$ cat src/rtl/hdr_insert_pkg.sv
// Shared state encoding and default widths for the header-insertion sequencer.
package hdr_insert_pkg;

  localparam int DW_DEF = 64;
  localparam int AW_DEF = 6;
  localparam int CW_DEF = 16;

  typedef enum logic [1:0] {
    IDLE    = 2'd0,
    FETCH   = 2'd1,
    HDR     = 2'd2,
    PAYLOAD = 2'd3
  } state_e;

endpackage

$ cat src/rtl/hdr_insert_ctrl_if.sv
// Payload-in / egress-out valid-ready streams of the header-insertion sequencer.
interface hdr_insert_ctrl_if
  import hdr_insert_pkg::*;
#(
  parameter int DW = DW_DEF
) ();

  logic [DW-1:0] pl_data;
  logic          pl_sop;
  logic          pl_eop;
  logic          pl_valid;
  logic          pl_ready;

  logic [DW-1:0] out_data;
  logic          out_sop;
  logic          out_eop;
  logic          out_valid;
  logic          out_ready;

  // master: the environment feeding payload and sinking egress
  modport master (
    output pl_data, pl_sop, pl_eop, pl_valid,
    input  pl_ready,
    input  out_data, out_sop, out_eop, out_valid,
    output out_ready
  );

  // slave: the sequencer itself
  modport slave (
    input  pl_data, pl_sop, pl_eop, pl_valid,
    output pl_ready,
    output out_data, out_sop, out_eop, out_valid,
    input  out_ready
  );

endinterface

$ cat src/rtl/hdr_rd_ptr.sv
// Header RAM read pointer: clear, increment, and last-word compare against the latched length.
module hdr_rd_ptr
  import hdr_insert_pkg::*;
#(
  parameter int AW = AW_DEF
) (
  input  logic          clk,
  input  logic          rst,
  input  logic          clr_i,
  input  logic          inc_i,
  input  logic [AW-1:0] len_i,
  output logic [AW-1:0] ptr_o,
  output logic [AW-1:0] ptr_nxt_o,
  output logic          last_o
);

  logic [AW-1:0] ptr_q;
  logic [AW-1:0] ptr_d;

  always_comb begin
    ptr_d = ptr_q;
    if (clr_i) begin
      ptr_d = '0;
    end else if (inc_i) begin
      ptr_d = ptr_q + AW'(1);
    end
  end

  always_ff @(posedge clk or negedge rst) begin
    if (!rst) begin
      ptr_q <= '0;
    end else begin
      ptr_q <= ptr_d;
    end
  end

  assign ptr_o     = ptr_q;
  assign ptr_nxt_o = ptr_q + AW'(1);
  assign last_o    = (ptr_q == len_i);

endmodule

$ cat src/rtl/hdr_insert_ctrl.sv
// Prepends header words 0..len from the header RAM to each payload packet, then passes payload through.
module hdr_insert_ctrl
  import hdr_insert_pkg::*;
#(
  parameter int DW = DW_DEF,
  parameter int AW = AW_DEF,
  parameter int CW = CW_DEF
) (
  input  logic              clk,
  input  logic              rst,
  input  logic              enable_mgmt,
  input  logic [AW-1:0]     hdr_len_mgmt,
  output logic              hdr_rd_en,
  output logic [AW-1:0]     hdr_rd_addr,
  input  logic [DW-1:0]     hdr_rd_data,
  hdr_insert_ctrl_if.slave  strm,
  output logic              busy,
  output logic              orphan_drop,
  output logic [CW-1:0]     pkt_cnt
);

  state_e        state_q, state_d;
  logic          en_q, en_d;
  logic [AW-1:0] len_q, len_d;
  logic [CW-1:0] pkt_cnt_q, pkt_cnt_d;

  logic          ptr_clr;
  logic          ptr_inc;
  logic          ptr_last;
  logic [AW-1:0] ptr;
  logic [AW-1:0] ptr_nxt;

  hdr_rd_ptr #(.AW(AW)) u_rd_ptr (
    .clk       (clk),
    .rst       (rst),
    .clr_i     (ptr_clr),
    .inc_i     (ptr_inc),
    .len_i     (len_q),
    .ptr_o     (ptr),
    .ptr_nxt_o (ptr_nxt),
    .last_o    (ptr_last)
  );

  always_comb begin
    state_d       = state_q;
    en_d          = en_q;
    len_d         = len_q;
    pkt_cnt_d     = pkt_cnt_q;
    ptr_clr       = 1'b0;
    ptr_inc       = 1'b0;
    hdr_rd_en     = 1'b0;
    hdr_rd_addr   = '0;
    orphan_drop   = 1'b0;
    strm.pl_ready = 1'b0;
    strm.out_data = '0;
    strm.out_sop  = 1'b0;
    strm.out_eop  = 1'b0;
    strm.out_valid = 1'b0;

    case (state_q)
      IDLE: begin
        // Gated by rst so nothing is accepted or flagged while reset is held.
        if (strm.pl_valid && rst) begin
          if (strm.pl_sop) begin
            en_d    = enable_mgmt;
            len_d   = hdr_len_mgmt;
            state_d = enable_mgmt ? FETCH : PAYLOAD;
          end else begin
            strm.pl_ready = 1'b1;
            orphan_drop   = 1'b1;
          end
        end
      end

      FETCH: begin
        hdr_rd_en = 1'b1;
        ptr_clr   = 1'b1;
        state_d   = HDR;
      end

      HDR: begin
        strm.out_valid = 1'b1;
        strm.out_data  = hdr_rd_data;
        strm.out_sop   = (ptr == '0);
        // Read ahead only on an accepted beat; the RAM output holds otherwise.
        if (strm.out_ready) begin
          if (ptr_last) begin
            ptr_clr = 1'b1;
            state_d = PAYLOAD;
          end else begin
            hdr_rd_en   = 1'b1;
            hdr_rd_addr = ptr_nxt;
            ptr_inc     = 1'b1;
          end
        end
      end

      PAYLOAD: begin
        strm.out_data  = strm.pl_data;
        strm.out_valid = strm.pl_valid;
        strm.out_eop   = strm.pl_eop;
        strm.out_sop   = en_q ? 1'b0 : strm.pl_sop;
        strm.pl_ready  = strm.out_ready;
        if (strm.pl_valid && strm.out_ready && strm.pl_eop) begin
          state_d   = IDLE;
          pkt_cnt_d = pkt_cnt_q + CW'(1);
        end
      end

      default: state_d = IDLE;
    endcase
  end

  always_ff @(posedge clk or negedge rst) begin
    if (!rst) begin
      state_q   <= IDLE;
      en_q      <= 1'b0;
      len_q     <= '0;
      pkt_cnt_q <= '0;
    end else begin
      state_q   <= state_d;
      en_q      <= en_d;
      len_q     <= len_d;
      pkt_cnt_q <= pkt_cnt_d;
    end
  end

  assign busy    = (state_q != IDLE);
  assign pkt_cnt = pkt_cnt_q;

endmodule

$ cat src/flat_wrapper.sv
// flat-port wrapper written by rule: the top's interface ports become plain ports
module hdr_insert_ctrl_flat import hdr_insert_pkg::*;
#(
  parameter int DW = DW_DEF,
  parameter int AW = AW_DEF,
  parameter int CW = CW_DEF
)
  (clk, rst, enable_mgmt, hdr_len_mgmt, hdr_rd_en, hdr_rd_addr, hdr_rd_data, busy, orphan_drop, pkt_cnt, strm_pl_data, strm_pl_sop, strm_pl_eop, strm_pl_valid, strm_pl_ready, strm_out_data, strm_out_sop, strm_out_eop, strm_out_valid, strm_out_ready);
  hdr_insert_ctrl_if #(.DW(DW)) strm_i ();
  input  logic clk;
  input  logic rst;
  input  logic enable_mgmt;
  input  logic [AW-1:0] hdr_len_mgmt;
  output logic hdr_rd_en;
  output logic [AW-1:0] hdr_rd_addr;
  input  logic [DW-1:0] hdr_rd_data;
  output logic busy;
  output logic orphan_drop;
  output logic [CW-1:0] pkt_cnt;
  input wire logic [$bits(strm_i.pl_data)-1:0] strm_pl_data;
  input wire logic [$bits(strm_i.pl_sop)-1:0] strm_pl_sop;
  input wire logic [$bits(strm_i.pl_eop)-1:0] strm_pl_eop;
  input wire logic [$bits(strm_i.pl_valid)-1:0] strm_pl_valid;
  output wire logic [$bits(strm_i.pl_ready)-1:0] strm_pl_ready;
  output wire logic [$bits(strm_i.out_data)-1:0] strm_out_data;
  output wire logic [$bits(strm_i.out_sop)-1:0] strm_out_sop;
  output wire logic [$bits(strm_i.out_eop)-1:0] strm_out_eop;
  output wire logic [$bits(strm_i.out_valid)-1:0] strm_out_valid;
  input wire logic [$bits(strm_i.out_ready)-1:0] strm_out_ready;
  assign strm_i.pl_data = strm_pl_data;
  assign strm_i.pl_sop = strm_pl_sop;
  assign strm_i.pl_eop = strm_pl_eop;
  assign strm_i.pl_valid = strm_pl_valid;
  assign strm_pl_ready = strm_i.pl_ready;
  assign strm_out_data = strm_i.out_data;
  assign strm_out_sop = strm_i.out_sop;
  assign strm_out_eop = strm_i.out_eop;
  assign strm_out_valid = strm_i.out_valid;
  assign strm_i.out_ready = strm_out_ready;
  hdr_insert_ctrl #(.DW(DW), .AW(AW), .CW(CW)) u_core (.clk(clk), .rst(rst), .enable_mgmt(enable_mgmt), .hdr_len_mgmt(hdr_len_mgmt), .hdr_rd_en(hdr_rd_en), .hdr_rd_addr(hdr_rd_addr), .hdr_rd_data(hdr_rd_data), .strm(strm_i), .busy(busy), .orphan_drop(orphan_drop), .pkt_cnt(pkt_cnt));
endmodule
$ cat config.mk
export PLATFORM = sky130hd
export DESIGN_NAME = hdr_insert_ctrl_flat
export DESIGN_NICKNAME = d
export VERILOG_FILES = /design/src/rtl/hdr_insert_pkg.sv /design/src/rtl/hdr_insert_ctrl_if.sv /design/src/rtl/hdr_rd_ptr.sv /design/src/rtl/hdr_insert_ctrl.sv /design/src/flat_wrapper.sv
export SDC_FILE = /design/constraint.sdc
export NUM_CORES = 1
export LEC_CHECK = 0
export BUFFER_PORTS_ARGS = -buffer_cell sky130_fd_sc_hd__clkbuf_2
export CORE_MARGIN = 2
export CORE_UTILIZATION = 30
export CTS_CLUSTER_DIAMETER = 150
export DETAILED_ROUTE_END_ITERATION = 8
export GPL_TIMING_DRIVEN = 0
export PLACE_DENSITY = 0.7
export SLEW_MARGIN = 20
export SYNTH_ARGS = -nofsm -noshare
export SYNTH_HDL_FRONTEND = slang
export SYNTH_SLANG_ARGS = --single-unit
$ cat constraint.sdc
create_clock -name clk -period 1.7 [get_ports clk]
set_clock_uncertainty 0.05 [all_clocks]
set_input_delay 0.34 -clock clk [delete_from_list [all_inputs] [get_ports clk]]
set_output_delay 0.34 -clock clk [all_outputs]
set_load 0.03 [all_outputs]
==> results.md <==
* Mapped Area at 0.00257 mm²
* Dpl hpwl at 9620 µm
* Total Routing Usage GR at between 20 and 30%
* Reg clk slew, reported paths at roughly 0.07 ns
* Worst path required time at 1.31 ns
* Boundary Pins at 234
* Min-delay worst type: input port to asynchronous set/reset pin
* Initial Utilization at a little under a third
* Vias after detailed routing at ~3,800
* Dominant cell type by area after synthesis: dfrtp_1
* Share of the synthesized area in the top cell type at 30.2%
* Synth Area per Inst at 9.21 µm²
* Worst-Margin Slew at 0.503 ns
* Final hold violations at 16
* VDD IR max at 0.00117 V
* Min Tclk post-route at between 2 and 2.5 ns
* TritonCTS clock tree: yes
* Htree depth at 2
* Die H at 96.6 µm
* Yosys reg bits at 31
* Yosys Warn Count at 0
* Sequential element share of the synthesized area at 30.2%
* CORE AREA at 0.00826 mm²
* Clock buffer depth at 2
* Drc violations at 0
* Fin. max-slew vios at 0
* Failing checks: negative hold slack, negative setup slack
* Status: finished, violations left
* Synth Flop Type: dfrtp_1
* Crit share post-route at 132%
* Filler Cells Inserted at 474
* TritonRoute pass-1 iters at 4
* Fraction of registers with async set/reset at 100%
* Post-synth EDFFs at 0
* Max cap viols at 0
* Post-layout util at just under 80%
* Hold Slack at -0.00875 ns
* Area grow syn2layout at 154%
* Post-route antenna net violation count at 0
* TritonCTS Sinks at 31
* Setup CP Type: flip-flop to output port
* Wire length per cell at ~24 µm
* Top-count cell post-synth: a22o_1
* Root buffer cell: clkbuf_8
* Unrepaired setup endpoints after global routing: true
* Die area at 0.00932 mm²
* Total gr overflow at 0
* Pin count of the biggest net entering global routing at 35
* Slew Limit Headroom at 66.5%
* Vias in the first global route at 3,653
* Global-route wire length before repair at 20,200 µm
* Fin worst setup slack at -0.542 ns
* Clk_lat worst skew at 0.29 ns
* Initial DRC count at 164
* RD Place Congestion at 0.856
* Crit path launch type: flip-flop
* Commonest cells post-synth: a22o_1, dfrtp_1, xnor2_1
* Highest clock rate at 0.446 GHz
* Antenna violations before repair at 7
* Via/cell ratio at about 5.6
* Leakage at 3.20 nW
* Yosys cell types at 44
* Endpoint class of the critical path: output port
* Die W at about 97 µm
* Layout Nets at 712
* Setup-failing EPs final at 95
* Final wirelength at 16,100 µm
* Site row count at 33
* Synth top area cells: dfrtp_1, a22o_1, xnor2_1
* Share of layout cells above drive strength 1 at 79.1%
* Post-Synthesis Cells at roughly 280
* Crit path max fanout at 3
* CTS buffer count at 5
* Buffers on Ports at 232
* Worst EP arrival at 1.85 ns
* Syn nets at 428
* PD cells at 2150 mW/mm²
* Pre-CTS WS at -0.570 ns
per-layer routing:
layer  vias up  global-route usage, %  share of wire [%]
met4         2                   17.3                6.9
met5         -                      0              0.075
li1       1649                      -                  -
met1      1808                   33.4                 34
met3        75                   8.69                9.2
met2       239                   48.4                 50
logic make-up after synthesis:
| kind of cell | Yosys count | synth area share [%] |
|---|---|---|
| xor gates and xnor gates | 29 | 10.2 |
| adders and majority gates | 8 | 3.89 |
| AOI/OAI and AO/OA | 98 | 30.8 |
| muxes | 10 | 4.28 |
| buffers and inverters | 32 | 5.45 |
| DFF | 31 | 30.2 |
| and+or+nand+nor | 71 | 15.2 |
critical path, cell delays in order (launching register included):
cell	delay, ns
dfrtp_1	0.38
buf_6	0.14
xor2_4	0.19
nor4_4	0.38
a21oi_4	0.12
o21a_2	0.23
buf_8	0.14
registers in the layout, indices dropped and copies added, names as in the netlist:
register and cells:
u_core.en_q 1, u_core.len_q 6, u_core.pkt_cnt 16, u_core.state_q 2, u_core.u_rd_ptr.ptr_o 6
metrics by stage:
| stage | TNS, ns | instance area [µm²] | hold WS, ns | cells | power [mW] |
|---|---|---|---|---|---|
| floorplan | -0.930 | 2810 | -0.00559 | 279 | 5.85 |
| global placement | -25.90 | 4100 | 0.414 | 616 | 7.40 |
| detailed placement | -27.40 | 4100 | 0.417 | 616 | 7.46 |
| CTS | -34.12 | 6160 | -0.00878 | 663 | 12.4 |
| global route | -39.80 | 6530 | 0.0203 | 675 | 14.6 |
| finish | -35.29 | 6530 | -0.00875 | 675 | 14.0 |
cell usage in the layout (no fill, tap or decap), types with 5 or more instances in the layout:
| cell | n |
|---|---|
| a21oi_1 | 5 |
| nand4_1 | 6 |
| mux2_2 | 5 |
| nand2_1 | 11 |
| xor2_1 | 5 |
| buf_4 | 27 |
| clkbuf_16 | 11 |
| diode_2 | 6 |
| nand3_1 | 8 |
| buf_8 | 77 |
| clkbuf_2 | 154 |
| buf_6 | 18 |
| nor2_4 | 6 |
| dfrtp_2 | 5 |
| o21ai_0 | 5 |
| xnor2_1 | 14 |
| and3_1 | 8 |
| clkbuf_4 | 5 |
| dfrtp_1 | 26 |
| clkbuf_8 | 10 |
| a22o_4 | 64 |
final timing paths:
path,start,to,slack [ns],cells after the start
max reg2reg,u_core.u_rd_ptr.ptr_o[4]$_DFFE_PN0P_,u_core.u_rd_ptr.ptr_o[1]$_DFFE_PN0P_,-0.15,7
min reg2reg,u_core.pkt_cnt[15]$_DFFE_PN0P_,u_core.pkt_cnt[15]$_DFFE_PN0P_,0.43,1
min in group clk,hdr_len_mgmt[0],u_core.len_q[0]$_DFFE_PN0P_,0.23,2
max in group asynchronous,rst,u_core.state_q[1]$_DFFE_PN0P_,1.23,1
max,u_core.u_rd_ptr.ptr_o[4]$_DFFE_PN0P_,hdr_rd_en,-0.54,6
min,rst,u_core.pkt_cnt[0]$_DFFE_PN0P_,-0.009,1
power by group:
part           total, mW  switching, mW  internal, mW
clock network      0.581          0.295         0.286
logic               12.3           5.84          6.41
registers           1.21          0.272         0.933
total               14.0           6.41          7.63
area by class of cell:
class / count / area, µm² / area share, %
multi-input combinational: 216 / 2640 / 40.5
timing repair buffer: 282 / 2490 / 38.2
sequential: 31 / 782 / 12.0
buffer: 21 / 347 / 5.31
tap: 105 / 131 / 2.01
clock buffer: 6 / 72.6 / 1.11
inverter: 6 / 27.5 / 0.422
antenna: 6 / 15.0 / 0.230
clock inverter: 2 / 12.5 / 0.192
timing repair:
item,CTS,global route
setup buffers,31,12
gates cloned,9,1
endpoints found under the hold margin,30,0
resized for setup,317,118
pin swaps,67,41
endpoints found under the setup margin,104,101
Power figures use the tool's default switching activity.
